===== config.mk =====
export PLATFORM = sky130hd
export DESIGN_NAME = button_event_ctrl
export DESIGN_NICKNAME = d
export VERILOG_FILES = /design/src/rtl/bss_button_pkg.sv /design/src/rtl/button_event_chan.sv /design/src/rtl/button_event_ctrl.sv
export SDC_FILE = /design/constraint.sdc
export NUM_CORES = 1
export LEC_CHECK = 0
export CAP_MARGIN = 20
export CELL_PAD_IN_SITES_DETAIL_PLACEMENT = 1
export CELL_PAD_IN_SITES_GLOBAL_PLACEMENT = 2
export CORE_MARGIN = 2
export CORE_UTILIZATION = 43
export DETAILED_ROUTE_END_ITERATION = 8
export GPL_TIMING_DRIVEN = 0
export PLACE_DENSITY_LB_ADDON = 0.12
export RECOVER_POWER = 25
export SKIP_LAST_GASP = 1
export SYNTH_ARGS = -nofsm -noshare
export SYNTH_HDL_FRONTEND = slang
export SYNTH_SLANG_ARGS = --single-unit

===== constraint.sdc =====
create_clock -name clk -period 3.78 [get_ports clk]
set_input_delay 0.945 -clock clk [delete_from_list [all_inputs] [get_ports clk]]
set_output_delay 0.945 -clock clk [all_outputs]
set_load 0.01 [all_outputs]

===== src/rtl/bss_button_pkg.sv =====
// Shared definitions for the button event path: FSM state encoding, input
// polarity names and a small elaboration-time helper.
package bss_button_pkg;

  localparam logic [1:0] ST_RELEASED  = 2'd0;
  localparam logic [1:0] ST_HELD      = 2'd1;
  localparam logic [1:0] ST_LONG_HELD = 2'd2;

  localparam string POL_LOW  = "LOW";
  localparam string POL_HIGH = "HIGH";

  function automatic int max_int(input int a, input int b);
    return (a > b) ? a : b;
  endfunction

endpackage


===== src/rtl/button_event_chan.sv =====
// One button channel: synchroniser, debounce counter and press/hold FSM.
// Auto-repeat while long-held is built only with BUTTON_EVENT_AUTOREPEAT_EN.
module button_event_chan
  import bss_button_pkg::*;
#(
  parameter string POLARITY      = POL_LOW,
  parameter int    TIMEOUT       = 50000,
  parameter int    TIMEOUT_WIDTH = 16,
  parameter int    LONG_PRESS    = 25000000,
  parameter int    LONG_WIDTH    = 25,
  parameter int    REPEAT        = 5000000
) (
  input  logic clk,
  input  logic reset_n,
  input  logic data_in,
  output logic data_out,
  output logic press,
  output logic release_pulse,
  output logic long_press,
  output logic held_long
);

  // Synchroniser resets to the idle pin level so a key held across reset
  // still has to travel the full synchroniser + debounce path.
  localparam logic IDLE_LEVEL = (POLARITY == POL_HIGH) ? 1'b0 : 1'b1;

  localparam logic [TIMEOUT_WIDTH-1:0] CNT_LAST  = TIMEOUT_WIDTH'(TIMEOUT - 1);
  localparam logic [LONG_WIDTH-1:0]    HOLD_LONG = LONG_WIDTH'(LONG_PRESS - 1);
  localparam logic [LONG_WIDTH-1:0]    HOLD_MAX  = '1;
`ifdef BUTTON_EVENT_AUTOREPEAT_EN
  localparam logic [LONG_WIDTH-1:0]    HOLD_REP  = LONG_WIDTH'(REPEAT - 1);
`endif

  if ((POLARITY != POL_LOW) && (POLARITY != POL_HIGH)) begin : g_bad_polarity
    $error("button_event_chan: POLARITY must be LOW or HIGH");
  end
  if ((longint'(1) << TIMEOUT_WIDTH) <= longint'(TIMEOUT)) begin : g_bad_timeout_width
    $error("button_event_chan: TIMEOUT_WIDTH too small for TIMEOUT");
  end
  if ((longint'(1) << LONG_WIDTH) <= longint'(max_int(LONG_PRESS, REPEAT))) begin : g_bad_long_width
    $error("button_event_chan: LONG_WIDTH too small for LONG_PRESS/REPEAT");
  end

  logic [1:0]               sync;
  logic                     raw_n;
  logic                     change;
  logic                     accept;
  logic [TIMEOUT_WIDTH-1:0] cnt;
  logic [1:0]               state;
  logic [LONG_WIDTH-1:0]    hold;

  assign raw_n  = sync[1] ^ IDLE_LEVEL;
  assign change = raw_n ^ data_out;
  assign accept = change && (cnt == CNT_LAST);

  // NOTE: all state here is sequential and uses <= so every read in this
  // block sees the pre-edge value regardless of statement order.
  always_ff @(posedge clk or negedge reset_n) begin
    if (!reset_n) begin
      sync          <= {2{IDLE_LEVEL}};
      cnt           <= '0;
      data_out      <= 1'b0;
      state         <= ST_RELEASED;
      hold          <= '0;
      press         <= 1'b0;
      release_pulse <= 1'b0;
      long_press    <= 1'b0;
      held_long     <= 1'b0;
    end else begin
      sync <= {sync[0], data_in};

      if (!change || accept) cnt <= '0;
      else                   cnt <= cnt + 1'b1;

      if (accept) data_out <= ~data_out;

      // Event pulses default low and are raised only on the cycle they fire.
      press         <= 1'b0;
      release_pulse <= 1'b0;
      long_press    <= 1'b0;

      case (state)
        ST_RELEASED: begin
          if (accept) begin
            state <= ST_HELD;
            press <= 1'b1;
            hold  <= '0;
          end
        end
        ST_HELD: begin
          if (accept) begin
            state         <= ST_RELEASED;
            release_pulse <= 1'b1;
            hold          <= '0;
          end else if (hold == HOLD_LONG) begin
            state      <= ST_LONG_HELD;
            long_press <= 1'b1;
            held_long  <= 1'b1;
`ifdef BUTTON_EVENT_AUTOREPEAT_EN
            hold       <= '0;
`endif
          end else if (hold != HOLD_MAX) begin
            hold <= hold + 1'b1;
          end
        end
        ST_LONG_HELD: begin
          if (accept) begin
            state         <= ST_RELEASED;
            release_pulse <= 1'b1;
            held_long     <= 1'b0;
            hold          <= '0;
          end
`ifdef BUTTON_EVENT_AUTOREPEAT_EN
          else if (hold == HOLD_REP) begin
            press <= 1'b1;
            hold  <= '0;
          end else begin
            hold <= hold + 1'b1;
          end
`endif
        end
        default: begin
          state     <= ST_RELEASED;
          held_long <= 1'b0;
          hold      <= '0;
        end
      endcase
    end
  end

endmodule


===== src/rtl/button_event_ctrl.sv =====
// N-channel button event controller: debounced levels plus press, release and
// long-press pulses. Define BUTTON_EVENT_AUTOREPEAT_EN for auto-repeat presses.
module button_event_ctrl
  import bss_button_pkg::*;
#(
  parameter int    WIDTH         = 2,
  parameter string POLARITY      = POL_LOW,
  parameter int    TIMEOUT       = 50000,
  parameter int    TIMEOUT_WIDTH = 16,
  parameter int    LONG_PRESS    = 25000000,
  parameter int    LONG_WIDTH    = 25,
  parameter int    REPEAT        = 5000000
) (
  input  logic             clk,
  input  logic             reset_n,
  input  logic [WIDTH-1:0] data_in,
  output logic [WIDTH-1:0] data_out,
  output logic [WIDTH-1:0] press,
  output logic [WIDTH-1:0] release_pulse,
  output logic [WIDTH-1:0] long_press,
  output logic [WIDTH-1:0] held_long
);

  for (genvar i = 0; i < WIDTH; i++) begin : g_chan
    button_event_chan #(
      .POLARITY      (POLARITY),
      .TIMEOUT       (TIMEOUT),
      .TIMEOUT_WIDTH (TIMEOUT_WIDTH),
      .LONG_PRESS    (LONG_PRESS),
      .LONG_WIDTH    (LONG_WIDTH),
      .REPEAT        (REPEAT)
    ) u_chan (
      .clk           (clk),
      .reset_n       (reset_n),
      .data_in       (data_in[i]),
      .data_out      (data_out[i]),
      .press         (press[i]),
      .release_pulse (release_pulse[i]),
      .long_press    (long_press[i]),
      .held_long     (held_long[i])
    );
  end

endmodule


# Yosys cells after proc, flatten, opt, wreduce, memory -nomap -nowiden
# Index checks and enable logic that the tools add are counted.
dict set report op_classes {
  add_sub_neg 4
  reduce_logical 18
  n_mul 0
  div 0
  n_lt_le_gt_ge 0
  n_mux 42
  shift 0
  eq_ne 26
  bitwise 8
}
# cell count
set ops {}
lappend ops {{$mux W25} 8}
lappend ops {{$pmux W25 S2} 2}
lappend ops {{$add A25 B1 Y25 const B} 2}
lappend ops {{$eq A25 B25 Y1 const B} 2}
lappend ops {{$ne A25 B25 Y1 const B} 2}
lappend ops {{$add A16 B1 Y16 const B} 2}
lappend ops {{$eq A16 B16 Y1 const B} 2}
lappend ops {{$mux W16} 2}
lappend ops {{$mux W1} 18}
lappend ops {{$mux W2} 8}
lappend ops {{$ne A2 B1 Y1 const B} 8}
lappend ops {{$ne A3 B1 Y1 const B} 4}
lappend ops {{$pmux W2 S3} 2}
lappend ops {{$reduce_and A3 Y1} 4}
lappend ops {{$reduce_and A4 Y1} 2}
lappend ops {{$reduce_or A2 Y1} 4}
lappend ops {{$ne A3 B2 Y1 const B} 2}
lappend ops {{$not A1 Y1} 6}
lappend ops {{$pmux W1 S3} 2}
lappend ops {{$eq A2 B1 Y1 const B} 2}
lappend ops {{$eq A2 B2 Y1 const B} 2}
lappend ops {{$logic_not A2 Y1} 2}
lappend ops {{$ne A2 B2 Y1 const B} 2}
lappend ops {{$logic_and A1 B1 Y1} 2}
lappend ops {{3 further kinds} 6}
dict set report word_totals {
  regBits 100
  ramBits 0
  mem_count 0
  latchBits 0
  rom_bits 0
  output_inout_bits 10
}

# Logic depth before layout (Yosys ltp)
dict set report depth {
  ltp_word 5
  depth_mapped 10
  ltp_nobuf 7
}

# By module
# From an unflattened synthesis, not the netlist that was laid out.
dict set report unflattened {
  hier_cells 534
  hier_area_um2 5385.2
}
# mod cells_each instances area_each_um2
set modules_own_cells {}
lappend modules_own_cells {button_event_chan 267 2 2692.6}

# Least setup slack after synthesis
# Ideal clock, no wire load.
dict set report synth_timing {
  kind {reg-to-reg}
  from {reg g_chan[1].u_chan.hold[11]}
  to {reg g_chan[1].u_chan.hold[8]}
  synth_period_minus_slack_ps 2247
  setup_ps 131
  slack_ps 1533
  path_stages_with_launch 10
  arrival_time_ps 2115
  path_cell_list {dfrtp_1 > nand4_1 > or4_1 > or4_1 > buf_2 > o41a_4 > buf_6 > nand2_2 > buf_4 > o31ai_1}
}
dict set report synth_via {
  elab_chain_cells 3
  word_cells_on_any_way 5
  classes_between {4 x eq/ne; 1 x reduce/logical}
}
# element line
set synth_rtl {}
lappend synth_rtl {{from (decl)} button_event_chan.sv:50} ;# logic [LONG_WIDTH-1:0] hold;
lappend synth_rtl {{from (signal assigned)} button_event_chan.sv:103} ;# hold <= hold + 1'b1;
lappend synth_rtl {{$eq A25 B25 Y1 or $ne A25 B25 Y1 (tied branches)} {button_event_chan.sv:95, button_event_chan.sv:102}}
lappend synth_rtl {{$ne A3 B2 Y1 (no source line) or $ne A3 B1 Y1 (tied branches)} -}
lappend synth_rtl {{$reduce_and A3 Y1 (no source line) (*)} -}
# Mark *: on every way between the ends. The rest lies on a longest branch, timed or not.
# A chain may end at the register's enable or synchronous reset.

==> impl_metrics.json <==
{
  "syn_avg_cell_area_um2": 9.27,
  "syn-cell-area_mm2": 0.00533,
  "initial_core_util_pct": 44.2,
  "ant_nets": 0,
  "num_vias": 4514,
  "placedInstanceArea_mm2": 0.00569,
  "post_cts_buffers": 0,
  "fin_crit_sh_pct": 77.2,
  "rsz0062_at_grt": "no",
  "core-area_mm2": 0.0121,
  "yosys-top-cells-count": "dfrtp_1, nor2_1, nand2_1, nand3_1, o21ai_0",
  "cpLargestDelayFamily": "buffers and inverters",
  "synth_nets": 589,
  "drc": 0,
  "crit_required_ns": 3.68,
  "cts_buffer_depth": 2,
  "cts_tree": "yes",
  "critical_path_arrival_ns": 2.82,
  "wl_um": 13500,
  "critPathLaunchType": "primary input",
  "synth_enable_flop_cells": 0,
  "irDropWorstVdd_uv": 313,
  "final_area_mm2": 0.00597,
  "finalHoldViolations": 0,
  "firstDrtPassIters": 4,
  "drt_iter0_markers": 251,
  "fin_cells": 773,
  "violations": "capacitance limit, slew limit",
  "tns_ns": 0,
  "multi_input_area_mm2": 0.00263,
  "path_cells": "clkbuf_1",
  "yosysMostFrequentCell": "dfrtp_1",
  "via_per_inst": 5.84,
  "whs_path_depth": 0,
  "max_slew_margin_pct": -76.4,
  "setup_viol": 0,
  "grt_max_degree": 55,
  "diodes": 0,
  "outcome": "finished with violations",
  "ys_async_sr_fraction_pct": 100,
  "fin_skew_ns": 0.00632,
  "ys_seq_elements": 100,
  "io_pins": 14,
  "post_cts_resized": 0,
  "yosysTopAreaCell": "dfrtp_1",
  "max_freq_mhz": 343,
  "reg2regPathDepth": 6,
  "clkSinkCount": 100,
  "yosysWarningCount": 0,
  "slowest_delay_ns": 1.84,
  "drv_cap": 1,
  "n_fill_cell": 1387,
  "startpoint": "reset_n",
  "drive_above_1_share_pct": 7.44,
  "final_max_slew_viol_count": 47,
  "r2r_start": "g_chan[1].u_chan.cnt[11]$_DFF_PN0_",
  "overflow": 0,
  "dp.cells": 757,
  "yosys.cell_types.count": 57,
  "final_nets": 614,
  "p_leak_uw": 0.00242,
  "std_cell_rows": 40,
  "timing_worst_setup_path_type": "in -> async",
  "cp_num_buf_inv": 1,
  "port_buffers": 13,
  "synth-main-ff-cell": "dfrtp_1",
  "syn2layout_area_growth_pct": 12.0,
  "slowest_stage": "clkbuf_1",
  "die_area_mm2": 0.0133,
  "cp_max_fo": 47,
  "grt_pass1_vias": 4703,
  "period_needed_ns": 2.92,
  "die_w_um": 115,
  "grt_usage_pct": 22.4,
  "cp-end-kind": "asynchronous set/reset pin",
  "final_util_pct": 49.5,
  "synthCells": 575,
  "clk_pin_slew_ns": 0.07,
  "wl_per_cell_um": 17.5,
  "clkLatencyLatePin_ns": 0.35,
  "tightest_slew_ns": 2.65,
  "fp.dieH_um": 115,
  "cp.depth": 1,
  "cts_buffers": 9,
  "synthTopCellsByArea": "dfrtp_1, nor2_1, nand3_1",
  "p_per_area_mw_per_mm2": 337,
  "antenna_found_initial": 0,
  "hold_start": "g_chan[1].u_chan.sync[0]$_DFF_PN1_",
  "dp_hpwl_um": 9600,
  "synth_top_area_share_pct": 45.1,
  "cts_hold_buffers": 0,
  "hp-class": "reg -> reg",
  "gp_congestion": 0.779,
  "ys_seq_area_share_pct": 47.1,
  "cts_root_buf": "clkbuf_16",
  "seqCellArea_mm2": 0.00251,
  "cts-htree-levels": 3,
  "grt_pass1_wl_um": 23400
}
-- routing by layer --
metal	vias to the layer above	GRT usage [%]	part of all wire, %
li1	2163	-	-
met1	2303	27.9	45
met2	39	38.8	52
met3	9	5.80	2.6
met4	0	5.30	0.79
met5	-	0	0
-- flip-flops by register name, summed over array words and instances (netlist names) --
register / count
g_chan.u_chan.release_pulse: 2
g_chan.u_chan.hold: 50
g_chan.u_chan.held_long: 2
g_chan.u_chan.cnt: 32
g_chan.u_chan.state: 4
g_chan.u_chan.data_out: 2
g_chan.u_chan.long_press: 2
g_chan.u_chan.press: 2
g_chan.u_chan.sync: 4
-- where the power goes --
| group | leakage, µW | switching [µW] | internal, µW |
|---|---|---|---|
| Clock | 0.000132 | 416 | 466 |
| Sequential | 0.00138 | 6.63 | 1080 |
| Combinational | 0.000910 | 32.0 | 11.5 |
| Total | 0.00242 | 455 | 1560 |
-- worst paths after layout --
path / end / slack (ns)
setup reg to reg: g_chan[1].u_chan.hold[10]$_DFFE_PN0P_ / 0.92
max in group clk: g_chan[1].u_chan.hold[10]$_DFFE_PN0P_ / 0.92
hold reg to reg: g_chan[1].u_chan.sync[1]$_DFF_PN1_ / 0.36
setup / recovery: g_chan[1].u_chan.hold[11]$_DFFE_PN0P_ / 0.86
min in group asynchronous: g_chan[0].u_chan.cnt[6]$_DFF_PN0_ / 1.42
hold / removal: g_chan[1].u_chan.sync[1]$_DFF_PN1_ / 0.36
-- area by class of cell --
cell class	instances	area share [%]
buffer	27	2.54
timing repair buffer	14	2.54
clock inverter	5	0.629
inverter	11	0.692
multi-input combinational	437	44.0
tap	168	3.52
clock buffer	11	4.07
sequential	100	42.0
-- kinds of logic (layout without fill, tap and decap cells) --
family	after synthesis	after routing	share of synthesized area, %
adder cells (fa/ha/maj)	10	10	2.35
multiplexers	1	1	0.188
XOR/XNOR	31	31	5.10
AND/OR/NAND/NOR	258	258	24.9
flip-flops	100	100	47.1
AO/OA/AOI/OAI	137	137	16.8
buffers and inverters	38	68	3.62
-- metrics by stage --
step,hold WS (ns),setup slack [ns],total power (µW)
2_1_floorplan,0.345,1.53,1120
3_3_place_gp,0.348,-2.19,1150
3_5_place_dp,0.350,0.864,1150
4_1_cts,0.361,0.807,2050
5_1_grt,0.362,0.339,2100
6_report,0.359,0.862,2010
-- layout by cell type (no fill, tap or decap), drive strengths merged, types with 3 or more instances in the layout --
cell type / netlist / final
dfrtp: 96 / 96
nor2: 67 / 67
nand2: 45 / 45
nand3: 44 / 44
o21ai: 43 / 43
clkbuf: 13 / 25
xor2: 21 / 21
a31oi: 21 / 21
o31ai: 21 / 21
and3: 20 / 20
a21oi: 20 / 20
nand4: 16 / 16
buf: 14 / 15
inv: 11 / 11
nor3: 10 / 10
xnor2: 10 / 10
ha: 10 / 10
clkdlybuf4s50: 0 / 10
and2: 8 / 8
o211ai: 8 / 8
or3: 7 / 7
o41ai: 6 / 6
nor4: 6 / 6
or2: 6 / 6
or4: 5 / 5
and4: 4 / 4
a41oi: 4 / 4
nor2b: 4 / 4
dfstp: 4 / 4
nand3b: 3 / 3
nor4b: 3 / 3
o311ai: 3 / 3
clkinv: 0 / 3
Power figures use the tool's default switching activity.
